## config.mk

```make
export PLATFORM = sky130hd
export DESIGN_NAME = cache_wb_engine_flat
export DESIGN_NICKNAME = d
export VERILOG_FILES = /design/src/rtl/cache_wb_engine_pkg.sv /design/src/rtl/cache_wb_engine_if.sv /design/src/rtl/cache_wb_engine_cnt.sv /design/src/rtl/cache_wb_engine.sv /design/src/flat_wrapper.sv
export SDC_FILE = /design/constraint.sdc
export NUM_CORES = 1
export LEC_CHECK = 0
export CORE_UTILIZATION = 45
export DETAILED_ROUTE_END_ITERATION = 16
export DONT_BUFFER_PORTS = 1
export PLACE_DENSITY = 0.71
export SLEW_MARGIN = 15
export SYNTH_ARGS = -nofsm -noshare
export SYNTH_HDL_FRONTEND = slang
export SYNTH_SLANG_ARGS = --single-unit
```

## constraint.sdc

```tcl
create_clock -name clk -period 1.89 [get_ports clk]
set_clock_uncertainty 0.2 [all_clocks]
set_input_delay 0.189 -clock clk [delete_from_list [all_inputs] [get_ports clk]]
set_output_delay 0.189 -clock clk [all_outputs]
set_load 0.01 [all_outputs]
```

## src/rtl/cache_wb_engine_pkg.sv

```systemverilog
// Shared cache definitions used by the write-back engine: line geometry and
// the engine's state encoding.
package cache_wb_engine_pkg;

    // Word index width; a line holds 2**CNT_W words.
    localparam int unsigned CNT_W = 4;

    // Byte-offset bits inside one 32-bit word.
    localparam int unsigned WORD_OFF = 2;

    // Write-back engine states.
    typedef enum logic [2:0] {
        StIdle = 3'd0,
        StRd   = 3'd1,
        StLat  = 3'd2,
        StSend = 3'd3,
        StDone = 3'd4
    } wb_state_e;

endpackage

```

## src/rtl/cache_wb_engine_if.sv

```systemverilog
// Bundle of the write-back engine's controller, data-array and memory-write
// signals. The engine uses the master view; its environment uses the slave view.
interface cache_wb_engine_if #(
    parameter int unsigned ADDR_W = 32,
    parameter int unsigned DATA_W = 32,
    parameter int unsigned CNT_W  = cache_wb_engine_pkg::CNT_W
);

    // Cache controller side.
    logic              wb_start;
    logic [ADDR_W-1:0] wb_addr;
    logic              wb_busy;
    logic              wb_done;

    // Data-array read port.
    logic              arr_rd_en;
    logic [CNT_W-1:0]  arr_rd_idx;
    logic [DATA_W-1:0] arr_rd_data;

    // Memory write port.
    logic              mem_req;
    logic [ADDR_W-1:0] mem_addr;
    logic [DATA_W-1:0] mem_wdata;
    logic              mem_ack;

    modport master (
        input  wb_start,
        input  wb_addr,
        output wb_busy,
        output wb_done,
        output arr_rd_en,
        output arr_rd_idx,
        input  arr_rd_data,
        output mem_req,
        output mem_addr,
        output mem_wdata,
        input  mem_ack
    );

    modport slave (
        output wb_start,
        output wb_addr,
        input  wb_busy,
        input  wb_done,
        input  arr_rd_en,
        input  arr_rd_idx,
        output arr_rd_data,
        input  mem_req,
        input  mem_addr,
        input  mem_wdata,
        output mem_ack
    );

endinterface

```

## src/rtl/cache_wb_engine_cnt.sv

```systemverilog
// Cache word counter with synchronous clear and a hold enable.
// Wraps modulo 2**W; clear has priority over the enable.
module cache_wb_engine_cnt
    import cache_wb_engine_pkg::*;
#(
    parameter int unsigned W = CNT_W
) (
    input  logic         clk,
    input  logic         rst,
    input  logic         clr,
    input  logic         en,
    output logic [W-1:0] cnt
);

    // Word index: cleared on a new line, advanced only when enabled.
    always_ff @(posedge clk or negedge rst) begin
        if (!rst) begin
            cnt <= '0;
        end else if (clr) begin
            cnt <= '0;
        end else if (en) begin
            cnt <= cnt + 1'b1;
        end
    end

endmodule

```

## src/rtl/cache_wb_engine.sv

```systemverilog
// Write-back engine: streams a dirty line out of the data array into memory,
// one word at a time (array read, read latency, memory write with req/ack).
// Outputs come only from registers, so nothing on the bus is combinationally
// dependent on an input.
module cache_wb_engine #(
    parameter int unsigned ADDR_W = 32,
    parameter int unsigned DATA_W = 32,
    parameter int unsigned CNT_W  = cache_wb_engine_pkg::CNT_W
) (
    input  logic              clk,
    input  logic              rst,
    cache_wb_engine_if.master bus
);

    import cache_wb_engine_pkg::*;

    // Width of the line-aligned part of the byte address.
    localparam int unsigned LB_W = ADDR_W - CNT_W - WORD_OFF;
    localparam logic [CNT_W-1:0] LAST_IDX = '1;

    wb_state_e         state_q;
    logic [LB_W-1:0]   line_base_q;
    logic [DATA_W-1:0] data_q;
    logic [CNT_W-1:0]  cnt;
    logic              busy_q;
    logic              done_q;
    logic              rd_en_q;
    logic              req_q;

    logic              start_acc;
    logic              word_ack;
    logic              unused_addr_bits;

    // A start is only taken in IDLE; an ack only counts while a word is offered.
    assign start_acc = (state_q == StIdle) && bus.wb_start;
    assign word_ack  = (state_q == StSend) && bus.mem_ack;

    // The offset bits of the line address carry no information.
    assign unused_addr_bits = ^bus.wb_addr[CNT_W+WORD_OFF-1:0];

    cache_wb_engine_cnt #(
        .W (CNT_W)
    ) u_cnt (
        .clk (clk),
        .rst (rst),
        .clr (start_acc),
        .en  (word_ack),
        .cnt (cnt)
    );

    // Sequencer: RD -> LAT -> SEND per word, DONE after the last ack.
    // Strobes are set on the transition into the state that owns them.
    always_ff @(posedge clk or negedge rst) begin
        if (!rst) begin
            state_q     <= StIdle;
            line_base_q <= '0;
            data_q      <= '0;
            busy_q      <= 1'b0;
            done_q      <= 1'b0;
            rd_en_q     <= 1'b0;
            req_q       <= 1'b0;
        end else begin
            done_q  <= 1'b0;
            rd_en_q <= 1'b0;
            case (state_q)
                StIdle: begin
                    if (bus.wb_start) begin
                        state_q     <= StRd;
                        line_base_q <= bus.wb_addr[ADDR_W-1:CNT_W+WORD_OFF];
                        busy_q      <= 1'b1;
                        rd_en_q     <= 1'b1;
                    end
                end
                StRd: begin
                    state_q <= StLat;
                end
                StLat: begin
                    state_q <= StSend;
                    data_q  <= bus.arr_rd_data;
                    req_q   <= 1'b1;
                end
                StSend: begin
                    if (bus.mem_ack) begin
                        req_q <= 1'b0;
                        if (cnt == LAST_IDX) begin
                            state_q <= StDone;
                            done_q  <= 1'b1;
                        end else begin
                            state_q <= StRd;
                            rd_en_q <= 1'b1;
                        end
                    end
                end
                StDone: begin
                    state_q <= StIdle;
                    busy_q  <= 1'b0;
                end
                default: begin
                    state_q <= StIdle;
                    busy_q  <= 1'b0;
                    req_q   <= 1'b0;
                end
            endcase
        end
    end

    // Output drive straight from registers.
    always_comb begin
        bus.wb_busy    = busy_q;
        bus.wb_done    = done_q;
        bus.arr_rd_en  = rd_en_q;
        bus.arr_rd_idx = cnt;
        bus.mem_req    = req_q;
        bus.mem_addr   = {line_base_q, cnt, {WORD_OFF{1'b0}}};
        bus.mem_wdata  = data_q;
    end

    // Only one word in flight: never read the array while a write is pending.
    assert property (@(posedge clk) disable iff (!rst) !(req_q && rd_en_q));

    // A pending write keeps its payload until it is accepted.
    assert property (@(posedge clk) disable iff (!rst)
        (req_q && !bus.mem_ack) |=> (req_q && $stable(data_q) && $stable(cnt)));

    // Any bus activity implies the engine reports busy.
    assert property (@(posedge clk) disable iff (!rst)
        (req_q || rd_en_q || done_q) |-> busy_q);

endmodule
```

## src/flat_wrapper.sv

```systemverilog
// flat-port wrapper written by rule: the top's interface ports become plain ports
module cache_wb_engine_flat import cache_wb_engine_pkg::*;
#(
    parameter int unsigned ADDR_W = 32,
    parameter int unsigned DATA_W = 32,
    parameter int unsigned CNT_W  = cache_wb_engine_pkg::CNT_W
)
  (clk, rst, bus_wb_start, bus_wb_addr, bus_wb_busy, bus_wb_done, bus_arr_rd_en, bus_arr_rd_idx, bus_arr_rd_data, bus_mem_req, bus_mem_addr, bus_mem_wdata, bus_mem_ack);
  cache_wb_engine_if #(.ADDR_W(ADDR_W), .DATA_W(DATA_W), .CNT_W(CNT_W)) bus_i ();
  input  logic clk;
  input  logic rst;
  input wire logic [$bits(bus_i.wb_start)-1:0] bus_wb_start;
  input wire logic [$bits(bus_i.wb_addr)-1:0] bus_wb_addr;
  output wire logic [$bits(bus_i.wb_busy)-1:0] bus_wb_busy;
  output wire logic [$bits(bus_i.wb_done)-1:0] bus_wb_done;
  output wire logic [$bits(bus_i.arr_rd_en)-1:0] bus_arr_rd_en;
  output wire logic [$bits(bus_i.arr_rd_idx)-1:0] bus_arr_rd_idx;
  input wire logic [$bits(bus_i.arr_rd_data)-1:0] bus_arr_rd_data;
  output wire logic [$bits(bus_i.mem_req)-1:0] bus_mem_req;
  output wire logic [$bits(bus_i.mem_addr)-1:0] bus_mem_addr;
  output wire logic [$bits(bus_i.mem_wdata)-1:0] bus_mem_wdata;
  input wire logic [$bits(bus_i.mem_ack)-1:0] bus_mem_ack;
  assign bus_i.wb_start = bus_wb_start;
  assign bus_i.wb_addr = bus_wb_addr;
  assign bus_wb_busy = bus_i.wb_busy;
  assign bus_wb_done = bus_i.wb_done;
  assign bus_arr_rd_en = bus_i.arr_rd_en;
  assign bus_arr_rd_idx = bus_i.arr_rd_idx;
  assign bus_i.arr_rd_data = bus_arr_rd_data;
  assign bus_mem_req = bus_i.mem_req;
  assign bus_mem_addr = bus_i.mem_addr;
  assign bus_mem_wdata = bus_i.mem_wdata;
  assign bus_i.mem_ack = bus_mem_ack;
  cache_wb_engine #(.ADDR_W(ADDR_W), .DATA_W(DATA_W), .CNT_W(CNT_W)) u_core (.clk(clk), .rst(rst), .bus(bus_i));
endmodule
```

==> summary.md, run 1 <==
| Metric | Value |
|---|---|
| Status | `finished, violations left` |
| Failing checks | `negative hold slack` |
| Gpl congestion | `0.741` |
| Synthesized cell area | `approximately 2900 um2` |
| Vias in the first global route | `between 1500 and 2000` |
| Pwr Density | `1600 nW/um2` |
| CP peak stage delay | `around 0.73 ns` |
| Maximum vdd drop | `0.829 mV` |
| Reg power frac | `around 52%` |
| DIE HEIGHT | `approximately 82 um` |
| # resized after CTS | `0` |
| Die X | `a little over 80 um` |
| Reg2Reg Setup Slack | `roughly 0.13 ns` |
| F_max | `about 0.57 GHz` |
| Final period utilization | `93.3%` |
| Asr flop ratio synth | `100%` |
| Clk sinks | `69` |
| P&R area growth vs syn | `27.7%` |
| Util after Layout | `between 60% and 70%` |
| RSZ-0062 raised after global routing | `no` |
| Placed Instance Area | `2890 um2` |
| Top cell type's share of synthesized area | `approximately 60%` |
| Max clock buf depth | `2` |
| Initial antenna violation count | `0` |
| Cell type with the highest aggregate area in the netlist | `dfrtp_1` |
| CTS tree | `done` |
| Largest net degree at the start of global routing | `70` |
| Vias/cell | `4.98` |
| DRC violations left | `0` |
| Main flop type after synthesis | `dfrtp_1` |
| Final ANT Viol Nets | `0` |
| Final wirelength | `just over 6000 um` |
| CP Capture Type | `flop` |
| Post-layout nets | `362` |
| Layout cells sized above 1 | `between 20 and 25%` |
| #FFs+latches synth | `69` |
| Post-CTS Setup Bufs | `0` |
| Ranking of synthesized cells by area | `dfrtp_1 60%, mux2_4 16%, nand2_1 10%` |
| RR Endpoint | `u_core.u_cnt.cnt[2]` |
| Int Pwr | `0.00383 W` |
| Routed len/inst | `around 17 um` |
| Setup WS pre-CTS | `0.136 ns` |
| Post-synthesis cell type count | `27` |
| Most common library cells after synthesis | `79 x nand2_1, 69 x dfrtp_1, 30 x mux2_4, 6 x buf_2, 6 x buf_4` |
| Comb pwr share | `between 20% and 30%` |
| Dpl hpwl | `about 3600 um` |
| Worst-path clk slew | `~0.07 ns` |
| Final antenna diode count | `0` |
| Worst path required time | `1.89 ns` |
| Synth Instances | `231` |
| Most frequent cell after synthesis | `nand2_1` |
| Crit Path Class | `reg -> reg` |
| Critical path arrival | `between 1.5 and 2 ns` |
| Final slew viol count | `0` |
| Htree depth | `3` |
| Max Cap Viol | `0` |
| Core box area | `between 6000 and 7000 um2` |
| Switching Fraction | `34.8%` |
| Critical path's slowest cell | `or4b_4` |
| Die area | `6730 um2` |
| Startpoint Class | `flop` |
| Skew-Pair Late Insertion Delay | `0.33 ns` |
| Clock power share | `between 10% and 20%` |
| Fin. Hold Viols | `just under 70` |
| Reg2Reg Launch Point | `u_core.state_q[0]` |
| Critical-path cell list | `or4b_4 > o211ai_1 > o31ai_1` |
| Finish-stage setup viols | `0` |
| Worst min-delay path class | `in -> async` |
| Starting Density | `a little under half` |
| Drt pass-1 iters | `4` |
| Clk root buf | `clkbuf_8` |
| Cts bufs inserted | `9` |
| Worst Slack Setup Final | `roughly 0.13 ns` |
| R2r worst-path depth | `3` |
| CTS Hold Bufs | `60` |
| Seq/Total Area, Yosys | `59.9%` |
| First-pass GRT wire length | `about 9000 um` |
| Ys Warns | `0` |
| DR vias | `roughly 1900` |
| Worst-path fanout max | `30` |
| Static Leak | `1.77 nW` |
| Initial DRC Count | `57` |
| Min Hold Slack | `-0.654 ns` |
| Switching Power | `0.00204 W` |
| Grt ovf | `0` |
| Post-synth EDFFs | `0` |
| Avg Inst Size Synth | `roughly 12 um2` |
| IO buf count | `0` |
| # rows | `28` |
| Setup TNS | `0 ns` |
| Final Instance Area | `around 3700 um2` |
| Gr usage total | `~18%` |
| I/O pins | `140` |
| Post-route minimum period | `1.76 ns` |
[cell families after synthesis]
group	Yosys count	share of synthesized area, %
other	1	0.130
muxes	33	16.8
buffers and inverters	21	5.99
DFF	69	59.9
AOI/OAI and AO/OA	11	2.21
adders and majority gates	1	0.434
and+or+nand+nor	95	14.5
[worst max path at each step]
stage               slack (ns)               from  cells past startpoint                   to
floorplan                 0.22  u_core.state_q[0]                      5  u_core.u_cnt.cnt[2]
global placement          0.18  u_core.state_q[1]                      3  u_core.u_cnt.cnt[2]
detailed placement        0.14  u_core.state_q[1]                      3  u_core.u_cnt.cnt[2]
CTS                       0.12  u_core.state_q[0]                      3  u_core.u_cnt.cnt[2]
global route              0.07  u_core.state_q[1]                      3  u_core.u_cnt.cnt[2]
finish                    0.13  u_core.state_q[0]                      3  u_core.u_cnt.cnt[2]
[placed cells by master, fill, tap and decap left out, types with 2 or more instances in the layout]
cell,instances
nand2_1,79
dfrtp_1,69
dlygate4sd3_1,60
mux2_4,30
clkbuf_8,10
buf_4,6
o21ai_0,5
nand3_1,4
inv_1,3
nor2_1,3
and3_2,3
a21oi_1,3
mux2_2,2
conb_1,2
clkinv_2,2
clkbuf_1,2
[area by class of cell]
| class | count | area, um2 |
|---|---|---|
| tap | 75 | 93.8 |
| timing repair buffer | 67 | 666 |
| fill | 497 | 2380 |
| inverter | 4 | 15.0 |
| sequential | 69 | 1730 |
| clock inverter | 4 | 47.5 |
| clock buffer | 12 | 145 |
| multi-input combinational | 142 | 987 |
[power by group through the flow]
stage / Sequential [W] / Clock, W / Combinational, W
5_1_grt: 0.00317 / 0.00125 / 0.00181
2_1_floorplan: 0.00289 / 0 / 0.00153
4_1_cts: 0.00306 / 0.00119 / 0.00164
6_report: 0.00307 / 0.00116 / 0.00165
3_5_place_dp: 0.00308 / 0 / 0.00153
3_3_place_gp: 0.00306 / 0 / 0.00149
[registers in the layout (all words and copies together), names as in the netlist]
signal	count
u_core.bus.mem_req	1
u_core.u_cnt.cnt	4
u_core.bus.wb_done	1
u_core.bus.mem_wdata	32
u_core.state_q	3
u_core.line_base_q	26
u_core.bus.arr_rd_en	1
u_core.bus.wb_busy	1
[metrics by stage]
stage          instances  total power [W]
6_report             373          0.00587
3_3_place_gp         297          0.00455
3_5_place_dp         297          0.00461
2_1_floorplan        232          0.00442
4_1_cts              373          0.00590
5_1_grt              373          0.00624
[routing by layer]
metal	routed length (um)	GRT usage [%]	vias up
met2	3000	29.7	87
met5	0	0	-
li1	-	-	865
met4	14	6.32	0
met1	2520	19.8	903
met3	632	8.33	2
[critical path, delay by kind of cell (launching register included)]
kind	cells	cell delay, ns
AOI/OAI and AO/OA	2	0.27
DFF	1	0.41
and+or+nand+nor	1	0.73
Power figures use the tool's default switching activity.
==> inputs of run 2 (changes only) <==
SETUP_SLACK_MARGIN = 0.15   (was default)
==> run 2 against run 1 <==
  * The flow still finishes with violations (negative hold slack)
  * Count of clock-buffer cells in the layout is the same
  * Cell area rose by 0.37%
  * Worst setup slack improved by 0.052 ns
  * Non-clock buffer count stayed put
  * Critical endpoint unchanged
  * Largest cell class unchanged
  * Largest power group unchanged
==> summary.md, run 2 (synthesis results as in run 1) <==
| Metric | Value |
|---|---|
| Finish-stage setup viols | `0 (unchanged)` |
| Static Leak | `1.77 nW (about the same)` |
| Clk root buf | `clkbuf_8 (unchanged)` |
| Placed Instance Area | `2890 um2 (unchanged)` |
| Die X | `82.0 um (unchanged)` |
| Initial DRC Count | `58 (was 57)` |
| Worst-path clk slew | `0.07 ns (about the same)` |
| Gr usage total | `17.8% (unchanged)` |
| CP Capture Type | `flop (unchanged)` |
| Final period utilization | `90.5% (was 93.3%)` |
| CTS tree | `done (unchanged)` |
| Setup TNS | `0 ns (unchanged)` |
| Gpl congestion | `0.741 (unchanged)` |
| Clk sinks | `69 (unchanged)` |
| End point of the critical path | `u_core.u_cnt.cnt[2] (unchanged)` |
| Reg2Reg Setup Slack | `0.18 ns (was 0.13 ns)` |
| Drt pass-1 iters | `4 (unchanged)` |
| Core box area | `6060 um2 (unchanged)` |
| DR vias | `1892 (was 1857)` |
| First-pass GRT wire length | `8800 um (unchanged)` |
| Cts bufs inserted | `9 (unchanged)` |
| Final slew viol count | `0 (unchanged)` |
| Most frequent cells in the layout | `79 x nand2_1, 69 x dfrtp_1, 60 x dlygate4sd3_1, 30 x mux2_4, 10 x clkbuf_8 (unchanged)` |
| Critical path arrival | `1.71 ns (was 1.76 ns)` |
| Die area | `6730 um2 (unchanged)` |
| Fin. Hold Viols | `69 (unchanged)` |
| Crit Path Class | `reg -> reg (unchanged)` |
| Final wirelength | `6480 um (was 6170 um)` |
| Post-route minimum period | `1.71 ns (was 1.76 ns)` |
| I/O pins | `140 (unchanged)` |
| Crit path launch | `u_core.state_q[2] (was u_core.state_q[0])` |
| Reg2Reg Launch Point | `u_core.state_q[2] (was u_core.state_q[0])` |
| Startpoint Class | `flop (unchanged)` |
| Util after Layout | `61.0% (was 60.7%)` |
| Maximum vdd drop | `0.829 mV (about the same)` |
| Worst min-delay path class | `in -> async (unchanged)` |
| Post-CTS Setup Bufs | `0 (unchanged)` |
| Worst-path fanout max | `15 (was 30)` |
| Max clock buf depth | `2 (unchanged)` |
| DRC violations left | `0 (unchanged)` |
| CTS Hold Bufs | `60 (unchanged)` |
| Vias/cell | `5.06 (was 4.98)` |
| Layout cells sized above 1 | `20.4% (was 20.1%)` |
| Pwr Density | `1600 nW/um2 (about the same)` |
| Skew-Pair Late Insertion Delay | `0.33 ns (about the same)` |
| Commonest non-fill, non-tap cell in the layout | `nand2_1 (unchanged)` |
| Starting Density | `47.5% (unchanged)` |
| RSZ-0062 raised after global routing | `yes (was no)` |
| Final Instance Area | `3690 um2 (was 3680 um2)` |
| Largest net degree at the start of global routing | `70 (unchanged)` |
| Dpl hpwl | `3590 um (unchanged)` |
| Final antenna diode count | `0 (unchanged)` |
| Failing checks | `negative hold slack (unchanged)` |
| Initial antenna violation count | `0 (unchanged)` |
| DIE HEIGHT | `82.0 um (unchanged)` |
| Grt ovf | `0 (unchanged)` |
| Min Hold Slack | `-0.656 ns (was -0.654 ns)` |
| F_max | `0.584 GHz (was 0.567 GHz)` |
| Status | `finished, violations left (unchanged)` |
| Worst path required time | `1.89 ns (about the same)` |
| R2r worst-path depth | `3 (unchanged)` |
| Vias in the first global route | `1867 (was 1866)` |
| Htree depth | `3 (unchanged)` |
| # rows | `28 (unchanged)` |
| Final ANT Viol Nets | `0 (unchanged)` |
| RR Endpoint | `u_core.u_cnt.cnt[2] (unchanged)` |
| Max Cap Viol | `0 (unchanged)` |
| P&R area growth vs syn | `28.2% (was 27.7%)` |
| Post-layout nets | `363 (was 362)` |
| Max reg flops | `32 (unchanged)` |
| Routed len/inst | `17.3 um (was 16.5 um)` |
| # fillers | `496 (was 497)` |
| IO buf count | `0 (unchanged)` |
==> run 2: power breakdown <==
group	total (W)	internal, W	switching (W)
clock network	0.00116	0.000642	0.000521
registers	0.00308	0.00218	0.000900
logic	0.00166	0.00101	0.000649
total	0.00590	0.00383	0.00207
==> run 2: worst min-delay path by stage <==
stage / end / cells past startpoint
2_1_floorplan: u_core.bus.arr_rd_en / 0
3_3_place_gp: u_core.bus.mem_wdata[22] / 0
3_5_place_dp: u_core.bus.mem_wdata[22] / 0
4_1_cts: u_core.bus.mem_wdata[22] / 0
5_1_grt: u_core.bus.mem_wdata[22] / 0
6_report: u_core.bus.mem_wdata[22] / 0
==> run 2: repair_timing <==
action / in CTS / in global routing
setup endpoints to repair: 1 / 7
hold endpoints to repair: 135 / 69
gates resized for setup: 0 / 1
cloned: 0 / 1
pin swaps: 1 / 1
==> run 2: cell type report <==
class                           instances  area, um2  area share (%)
Clock buffer                           12        145            3.93
Clock inverter                          4       47.5            1.29
Inverter                                4       15.0           0.406
Multi-Input combinational cell        143       1000            27.1
Sequential cell                        69       1730            46.7
Tap cell                               75       93.8            2.54
Timing Repair Buffer                   67        666            18.0
==> run 2: critical path, cell delays in order, from the launching register on <==
cell	delay, ns
dfrtp_1	0.44
or4b_4	0.69
o211ai_1	0.15
o31ai_1	0.09
==> run 2: metrics by stage <==
step                instances  hold WS, ns  total power, W  worst slack (ns)
floorplan                 232       -0.307         0.00442             0.218
global placement          297       -0.305         0.00455             0.183
detailed placement        297       -0.305         0.00461             0.136
CTS                       373       -0.667         0.00590             0.128
global route              374       -0.679         0.00626             0.122
finish                    374       -0.656         0.00590             0.179
==> run 2: per-layer routing <==
metal / GRT usage, % / part of all wire, % / vias to the layer above
met5: 0 / 0 / -
met4: 6.32 / 0.65 / 0
met3: 8.33 / 9.5 / 6
met2: 29.7 / 48 / 87
met1: 19.8 / 42 / 928
li1: - / - / 871
